### config.mk
export PLATFORM = sky130hd
export DESIGN_NAME = uart_rx_engine
export DESIGN_NICKNAME = d
export VERILOG_FILES = /design/src/rtl/uart_rx_engine.sv
export SDC_FILE = /design/constraint.sdc
export NUM_CORES = 1
export LEC_CHECK = 0
export ABC_AREA = 1
export BUFFER_PORTS_ARGS = -buffer_cell sky130_fd_sc_hd__buf_2
export CORE_UTILIZATION = 50
export DETAILED_ROUTE_END_ITERATION = 8
export GPL_ROUTABILITY_DRIVEN = 0
export PLACE_DENSITY = 0.7
export RECOVER_POWER = 100
export SETUP_SLACK_MARGIN = 0.05
export SLEW_MARGIN = 20
export SYNTH_ARGS = -nofsm -noshare
export SYNTH_HDL_FRONTEND = slang
export SYNTH_SLANG_ARGS = --single-unit
### constraint.sdc
create_clock -name clk -period 1.9 [get_ports clk]
set_input_delay 0.285 -clock clk [delete_from_list [all_inputs] [get_ports clk]]
set_output_delay 0.285 -clock clk [all_outputs]
set_load 0.05 [all_outputs]
### src/rtl/uart_rx_engine.sv
`default_nettype none
// ============================================================================
// Module   : uart_rx_engine
// Brief    : UART receiver with line synchronizer, parity/framing/overrun flags.
// Revision : 1.0
// ============================================================================
module uart_rx_engine #(
    parameter int SYNC_STAGES = 2
) (
    input  logic       clk,
    input  logic       reset,
    input  logic       RxLineIn,
    input  logic [3:0] Baud_Val,
    input  logic       Bit78,
    input  logic       ParityEn,
    input  logic       ParityOE,
    input  logic       read_ack,
    output logic [7:0] RxData,
    output logic       RxRdy,
    output logic       P_Error,
    output logic       F_Error,
    output logic       Over_Error,
    output logic       RxBusy
);

    localparam int CNT_W = 18;

    typedef enum logic [2:0] {
        S_IDLE   = 3'd0,
        S_START  = 3'd1,
        S_DATA   = 3'd2,
        S_PARITY = 3'd3,
        S_STOP   = 3'd4,
        S_BREAK  = 3'd5
    } state_t;

    function automatic logic [CNT_W-1:0] bit_period(input logic [3:0] sel);
        case (sel)
            4'd0:    return 18'd166667;
            4'd1:    return 18'd41667;
            4'd2:    return 18'd20833;
            4'd3:    return 18'd10417;
            4'd4:    return 18'd5208;
            4'd5:    return 18'd2604;
            4'd6:    return 18'd1302;
            4'd7:    return 18'd868;
            4'd8:    return 18'd434;
            4'd9:    return 18'd217;
            4'd10:   return 18'd109;
            default: return 18'd54;
        endcase
    endfunction

    state_t                 state_q, state_d;
    logic [SYNC_STAGES-1:0] sync_q, sync_d;
    logic [CNT_W-1:0]       cnt_q, cnt_d;
    logic [3:0]             baud_q, baud_d;
    logic                   bit78_q, bit78_d;
    logic                   par_en_q, par_en_d;
    logic                   par_oe_q, par_oe_d;
    logic [7:0]             shift_q, shift_d;
    logic [2:0]             nbits_q, nbits_d;
    logic                   par_bit_q, par_bit_d;
    logic [7:0]             data_q, data_d;
    logic                   rdy_q, rdy_d;
    logic                   perr_q, perr_d;
    logic                   ferr_q, ferr_d;
    logic                   oerr_q, oerr_d;

    logic                   line_w;
    logic [CNT_W-1:0]       period_w;
    logic [CNT_W-1:0]       half_in_w;
    logic [7:0]             data_w;
    logic                   par_exp_w;

    assign line_w    = sync_q[SYNC_STAGES-1];
    assign period_w  = bit_period(baud_q);
    // Half period comes from the live input: it is loaded on the same edge the config is latched
    assign half_in_w = bit_period(Baud_Val) >> 1;
    // 7-bit frames shift only seven times, leaving the character in shift_q[7:1]
    assign data_w    = bit78_q ? shift_q : {1'b0, shift_q[7:1]};
    assign par_exp_w = (^data_w) ^ par_oe_q;

    always_ff @(posedge clk) begin
        if (reset) begin
            state_q   <= S_IDLE;
            sync_q    <= '1;
            cnt_q     <= '0;
            baud_q    <= '0;
            bit78_q   <= 1'b0;
            par_en_q  <= 1'b0;
            par_oe_q  <= 1'b0;
            shift_q   <= '0;
            nbits_q   <= '0;
            par_bit_q <= 1'b0;
            data_q    <= '0;
            rdy_q     <= 1'b0;
            perr_q    <= 1'b0;
            ferr_q    <= 1'b0;
            oerr_q    <= 1'b0;
        end else begin
            state_q   <= state_d;
            sync_q    <= sync_d;
            cnt_q     <= cnt_d;
            baud_q    <= baud_d;
            bit78_q   <= bit78_d;
            par_en_q  <= par_en_d;
            par_oe_q  <= par_oe_d;
            shift_q   <= shift_d;
            nbits_q   <= nbits_d;
            par_bit_q <= par_bit_d;
            data_q    <= data_d;
            rdy_q     <= rdy_d;
            perr_q    <= perr_d;
            ferr_q    <= ferr_d;
            oerr_q    <= oerr_d;
        end
    end

    always_comb begin
        state_d   = state_q;
        sync_d    = {sync_q[SYNC_STAGES-2:0], RxLineIn};
        cnt_d     = cnt_q;
        baud_d    = baud_q;
        bit78_d   = bit78_q;
        par_en_d  = par_en_q;
        par_oe_d  = par_oe_q;
        shift_d   = shift_q;
        nbits_d   = nbits_q;
        par_bit_d = par_bit_q;
        data_d    = data_q;
        rdy_d     = rdy_q;
        perr_d    = perr_q;
        ferr_d    = ferr_q;
        oerr_d    = oerr_q;

        if (read_ack) begin
            rdy_d  = 1'b0;
            perr_d = 1'b0;
            ferr_d = 1'b0;
            oerr_d = 1'b0;
        end

        case (state_q)
            S_IDLE: begin
                if (!line_w) begin
                    cnt_d    = half_in_w - 18'd1;
                    baud_d   = Baud_Val;
                    bit78_d  = Bit78;
                    par_en_d = ParityEn;
                    par_oe_d = ParityOE;
                    state_d  = S_START;
                end
            end
            S_START: begin
                if (cnt_q != '0) begin
                    cnt_d = cnt_q - 18'd1;
                end else if (!line_w) begin
                    cnt_d   = period_w - 18'd1;
                    nbits_d = '0;
                    state_d = S_DATA;
                end else begin
                    state_d = S_IDLE;
                end
            end
            S_DATA: begin
                if (cnt_q != '0) begin
                    cnt_d = cnt_q - 18'd1;
                end else begin
                    shift_d = {line_w, shift_q[7:1]};
                    nbits_d = nbits_q + 3'd1;
                    cnt_d   = period_w - 18'd1;
                    if (nbits_q == (bit78_q ? 3'd7 : 3'd6)) begin
                        state_d = par_en_q ? S_PARITY : S_STOP;
                    end
                end
            end
            S_PARITY: begin
                if (cnt_q != '0) begin
                    cnt_d = cnt_q - 18'd1;
                end else begin
                    par_bit_d = line_w;
                    cnt_d     = period_w - 18'd1;
                    state_d   = S_STOP;
                end
            end
            S_STOP: begin
                if (cnt_q != '0) begin
                    cnt_d = cnt_q - 18'd1;
                end else begin
                    // Commit overrides a coincident read_ack; overrun only if the old char was unread
                    data_d  = data_w;
                    rdy_d   = 1'b1;
                    perr_d  = par_en_q & (par_bit_q ^ par_exp_w);
                    ferr_d  = ~line_w;
                    oerr_d  = rdy_q & ~read_ack;
                    state_d = line_w ? S_IDLE : S_BREAK;
                end
            end
            S_BREAK: begin
                if (line_w) begin
                    state_d = S_IDLE;
                end
            end
            default: state_d = S_IDLE;
        endcase
    end

    assign RxData     = data_q;
    assign RxRdy      = rdy_q;
    assign P_Error    = perr_q;
    assign F_Error    = ferr_q;
    assign Over_Error = oerr_q;
    assign RxBusy     = (state_q != S_IDLE);

endmodule
`default_nettype wire
==> run metrics, run 1 <==
Tmin final=1870 ps; Synth Cell Area=between 4000 and 5000 µm²; via count=between 5000 and 6000; Avg Cell Area, Syn=6.18 µm²; net count after synthesis=820; clock buffer depth=2; largest net degree at the start of global routing=24; Die W=101 µm; final setup fails=0; final WL=13.5 mm; fin area=5920 µm²; Metal-1 WL=~6.1 mm; H-tree levels=3; CTS tree=yes; Commonest cells post-synth=213 x nand2_1, 108 x nor2_1, 102 x inv_1; Tcrit/Tclk final=98.3%; measured slew at the worst slew-check pin=1220 ps; register bit total from synthesis=71; Slew Limit Fails=0; Worst Hold Depth=2; Pint=4.52 mW; Static Leakage=2.93 nW; via/cell ratio=5.18; crit path kind=reg2reg; Layout Area Growth over Synthesis=20.8%; length of routed met3 wiring=about 720 µm; die area=between 10000 and 15000 µm²; top cell type's share of synthesized area=29.0%; clock group share of total power=12.3%; DRC=0; worst clock skew=between 10 and 15 ps; crit-path max FO=7; dpl hpwl=slightly below 10 mm; drt first pass iters=5; Row Count=35; CP Capture Type=flop; WL met2=6.31 mm; VDD IR max=roughly 0.62 mV; crit path launch type=flop; IO Port Bufs=23; number of synthesized flops with an enable pin=0; register area share after synthesis=29.0%; RSZ-0062 raised after global routing=true; worst slew margin relative to its limit=between 10% and 20%; Max-cap violations=0; Top FF cell, synth=dfxtp_1; worst hold path type=in2reg; Core ar.=between 9000 and 10000 µm²; Post-Synthesis Cells=793; Reg power frac=24.3%; WP data required=2160 ps; Initial Util=52.3%; Net Sw Frac=roughly half; Switching Power=4.54 mW; pwr/cell area=1530 nW/µm²; highest metal used=met4; WL per Instance=13.5 µm; top-count cell post-synth=nand2_1; vias in the first global route=4600; status=finished clean; Final Hold Vio Count=0; YS warnings=0; Final Util=between 60 and 70%; die height=approximately 100 µm; first-pass GRT wire length=around 21 mm; 1st-iter DRT viols=255; GR Util All Layers=26.9%; share of post-route cells with drive strength above 1=21.4%; Root Buffer=clkbuf_8; Post-DRT Antenna Nets=0; Distinct cells, synth=38; total gr overflow=0; fin nets=895; top achievable clock speed=roughly 540 MHz; CTS sink count=between 70 and 80; io pins=24; Inserted Diodes=0; clk slew on worst S/H paths=80 ps; WP data arrival=2120 ps; Placed Instance Area=5440 µm²; Worst-Skew Late Latency=360 ps; post-synth top area cell=dfxtp_1; top post-synthesis cells by area=dfxtp_1 29%, nand2_1 16%, nor2_1 8.3%, inv_1 7.8%, nand3_1 7.3%; worst r2r path cells=11; ys async rst share=0%; Num CTS Buffers=9; Comb pwr share=between 60 and 70%; initial antenna violation count=0
-- power by group through the flow --
stage	sequential, mW	combinational (mW)	clock (mW)
finish	2.20	5.74	1.12
global route	2.24	6.36	1.19
floorplan	2.12	3.86	0
CTS	2.16	5.15	1.14
global placement	2.18	4.98	0
detailed placement	2.19	5.04	0
-- layer usage --
| layer | track usage [%] | vias to the layer above |
|---|---|---|
| li1 | - | 2643 |
| met1 | 34.6 | 2349 |
| met2 | 44.4 | 161 |
| met3 | 3.88 | 36 |
| met4 | 12.6 | 0 |
| met5 | 0 | - |
-- placed cells by master (no fill, tap or decap), types with 11 or more instances in the layout --
cell     synthesis  final
a21oi_1         44     35
buf_2            7     22
buf_4            3     54
dfxtp_1         71     65
ha_1            16     12
inv_1          102     96
inv_2           10     15
nand2_1        213    204
nand3_1         71     69
nor2_1         108     98
nor2_2           7     11
o21ai_0         42     34
o21ai_1         11     19
xor2_1          16     16
-- state kept, by name, summed over array words and instances (netlist names), 2 cells and up --
signal and cells:
cnt_q 18, period_w 17, RxData 8, sync_q 2
nbits_q 3, state_q 3, baud_q 4, shift_q 8
-- worst max-delay path, cell delays in order, from the launching register on --
cell and delay [ps]:
dfxtp_2 330, inv_2 80, ha_4 170, nand2_8 70, nor2_4 140, nand4_1 100, nor2_2 210, nand2_2 130
nor2_4 200, buf_6 130, clkbuf_16 140, a21oi_2 50
-- worst paths after layout --
kind | slack [ps] | start | endpoint
worst max-delay path | 30 | cnt_q[0] | shift_q[6]
worst min-delay path | 100 | RxLineIn | sync_q[0]
worst max register to register | 30 | cnt_q[0] | shift_q[6]
worst min register to register | 420 | sync_q[0] | sync_q[1]
-- area by class of cell --
class,instances,area [µm²]
clock buffers,10,138
clock inverters,5,33.8
fillers,906,3450
inverters,116,439
multi-input cells,587,3110
flip-flops and latches,71,1430
well taps,129,161
repair buffers,83,611
-- cells by family after synthesis --
logic type | after synthesis | synth area share, %
XOR/XNOR | 20 | 3.58
buffers and inverters | 137 | 11.5
adder cells (fa/ha/maj) | 16 | 4.09
AND/OR/NAND/NOR | 439 | 39.9
flip-flops | 71 | 29.0
AO/OA/AOI/OAI | 110 | 11.9
-- per-stage QoR --
stage / setup TNS (ps) / setup slack, ps / power (mW) / std cells / hold slack [ps]
after floorplan: 0 / 54.0 / 5.98 / 793 / 389
after global placement: -355 / -69.9 / 7.16 / 968 / 394
after detailed placement: -615 / -91.0 / 7.22 / 968 / 398
after CTS: 0 / 57.8 / 8.45 / 985 / 89.0
after global routing: -656 / -54.5 / 9.79 / 1001 / 101
final: 0 / 32.3 / 9.05 / 1001 / 95.2
-- timing repair --
action | CTS | global route
setup endpoints to repair | 36 | 59
hold endpoints to repair | 0 | 0
pin swaps | 3 | 20
hold buffers | 0 | 0
resized for setup | 7 | 53
setup buffers | 2 | 13
gates cloned | 0 | 3
No activity file was read; power rests on OpenSTA's default activity.
==> inputs of run 2 (changes only) <==
==> constraint.sdc (replaced) <==
create_clock -name clk -period 1.9 [get_ports clk]
set_input_delay 0.285 -clock clk [delete_from_list [all_inputs] [get_ports clk]]
set_output_delay 0.285 -clock clk [all_outputs]
set_load 0.02 [all_outputs]
==> run 2 against run 1 <==
Net effect: flip-flop and latch count unchanged; worst setup slack about the same; final area down 0.25%; combinational power down 0.9%; power down 0.54%; critical path type unchanged.
==> run metrics, run 2 (same netlist as run 1, synthesis figures left out) <==
worst r2r path cells=11 (unchanged); CP delay by family, top=simple AND/OR/NAND/NOR gates; Num CTS Buffers=9 (unchanged); Inserted Diodes=0 (unchanged); Hold Buf Count CTS=0 (unchanged); Hold Path Origin=RxLineIn; initial antenna violation count=0 (unchanged); Worst Hold Depth=2 (unchanged); via/cell ratio=5.20 (+0.33%); Post-DRT Antenna Nets=0 (unchanged); Slew Limit Fails=0 (unchanged); Final Util=63.0% (-0.16 points); dpl hpwl=9.91 mm (unchanged); top achievable clock speed=536 MHz (about the same); Core ar.=9370 µm² (unchanged); Root Buffer=clkbuf_8; clock buffer depth=2 (unchanged); first-pass GRT wire length=21.3 mm (unchanged); die area=10200 µm² (unchanged); Hold EP=sync_q[0]; largest net degree at the start of global routing=24 (unchanged); crit path launch type=flop; vias in the first global route=4600 (unchanged); CTS tree=yes; drt first pass iters=7 (+2); max reg flops=18 (unchanged); Worst-Skew Late Latency=360 ps (about the same); WP data arrival=2120 ps (about the same); buffer and inverter count on the worst path=3 (unchanged); CP max-delay cell=dfxtp_2; crit path kind=reg2reg; H-tree levels=3 (unchanged); 1st-iter DRT viols=258 (+1.2%); RSZ-0062 raised after global routing=true; Die W=101 µm (unchanged); final setup fails=0 (unchanged); Max-cap violations=0 (unchanged); Tcrit/Tclk final=98.3% (about the same); via count=5206 (+0.33%); clk slew on worst S/H paths=80 ps (about the same); fin nets=895 (unchanged); measured slew at the worst slew-check pin=1180 ps (-31.1 ps); share of post-route cells with drive strength above 1=20.1% (-1.4 points); cell mode on critical path=nor2_4; reg2reg end=shift_q[6]; Biggest register=cnt_q; worst slew margin relative to its limit=21.0% (+2.1 points); worst clock skew=11.3 ps (+0.148 ps); die height=101 µm (unchanged); r2r setup slk=30 ps (about the same); WL per Instance=13.6 µm (+0.34%); Max stage delay on crit path=330 ps (about the same); Row Count=35 (unchanged); worst hold path type=in2reg; worst r2r src=cnt_q[0]; Tmin final=1870 ps (-0.379 ps); io pins=24 (unchanged); WP data required=2160 ps (about the same); most frequent cells in the layout=204 x nand2_1, 98 x nor2_1, 96 x inv_1, 69 x nand3_1, 65 x dfxtp_1; CTS sink count=71 (unchanged); total gr overflow=0 (unchanged); IO Port Bufs=23 (unchanged); crit-path max FO=7 (unchanged); worst hold slack=95.6 ps (+0.314 ps); Initial Util=52.3% (unchanged); Filler cells=913 (+0.77%); GR Util All Layers=26.9% (unchanged); Final Hold Vio Count=0 (unchanged); CP Capture Type=flop; Layout Area Growth over Synthesis=20.5%; status=finished clean; pwr/cell area=1530 nW/µm² (-0.29%); DRC=0 (unchanged); most common cell after layout, fill and taps aside=nand2_1; final WL=13.6 mm (+0.34%); VDD IR max=0.626 mV (+0.14%); Crit. path cell count=11 (unchanged); Static Leakage=2.88 nW (-1.8%); Critical Path, Cell by Cell=inv_2 > ha_4 > nand2_8 > nor2_4 > nand4_1 > nor2_2 > nand2_2 > nor2_4 > buf_6 > clkbuf_16 > a21oi_2
## run 2: cell count changes in the layout (fill, tap and decap cells not counted)
| cell | change |
|---|---|
| buf_2 | -12 |
| clkbuf_1 | +12 |
## run 2: stage by stage
step                instance area (µm²)  setup WS, ps  cells  power (mW)  TNS, ps
finish                             5900          32.7   1001        9.01        0
detailed placement                 5440         -91.0    968        7.18     -615
global route                       5900         -54.5   1001        9.74     -656
global placement                   5440         -69.9    968        7.11     -355
floorplan                          4930          54.0    793        5.93        0
CTS                                5650          57.8    985        8.40        0
## run 2: final cells by class
| class | count | area [µm²] | area share (%) |
|---|---|---|---|
| multi-input combinational | 587 | 3110 | 52.6 |
| sequential | 71 | 1430 | 24.2 |
| timing repair buffer | 83 | 596 | 10.1 |
| inverter | 116 | 439 | 7.44 |
| tap | 129 | 161 | 2.73 |
| clock buffer | 10 | 138 | 2.33 |
| clock inverter | 5 | 33.8 | 0.572 |
## run 2: how the worst max path moves through the flow
stage | startpoint | end | slack [ps]
after floorplan | Baud_Val[0] | cnt_q[16] | 50
after global placement | Baud_Val[0] | cnt_q[14] | -70
after detailed placement | Baud_Val[0] | cnt_q[10] | -90
after CTS | cnt_q[0] | cnt_q[15] | 60
after global routing | state_q[1] | period_w[3] | -50
final | cnt_q[0] | shift_q[6] | 30
## run 2: per-layer routing
| metal | global-route usage (%) | wire length, µm | vias up |
|---|---|---|---|
| met5 | 0 | 0 | - |
| met4 | 12.6 | 410 | 0 |
| met3 | 3.88 | 695 | 36 |
| met2 | 44.4 | 6330 | 156 |
| met1 | 34.6 | 6140 | 2369 |
| li1 | - | - | 2645 |
## run 2: power breakdown
group / total, mW / switching (mW) / internal [mW]
sequential: 2.20 / 0.356 / 1.84
combinational: 5.69 / 3.52 / 2.17
clock: 1.12 / 0.615 / 0.502
## run 2: timing repair
item,CTS,global route
gates resized for setup,7,53
setup endpoints to repair,36,59
pin swaps,3,20
gates cloned,0,3
setup buffers,2,13
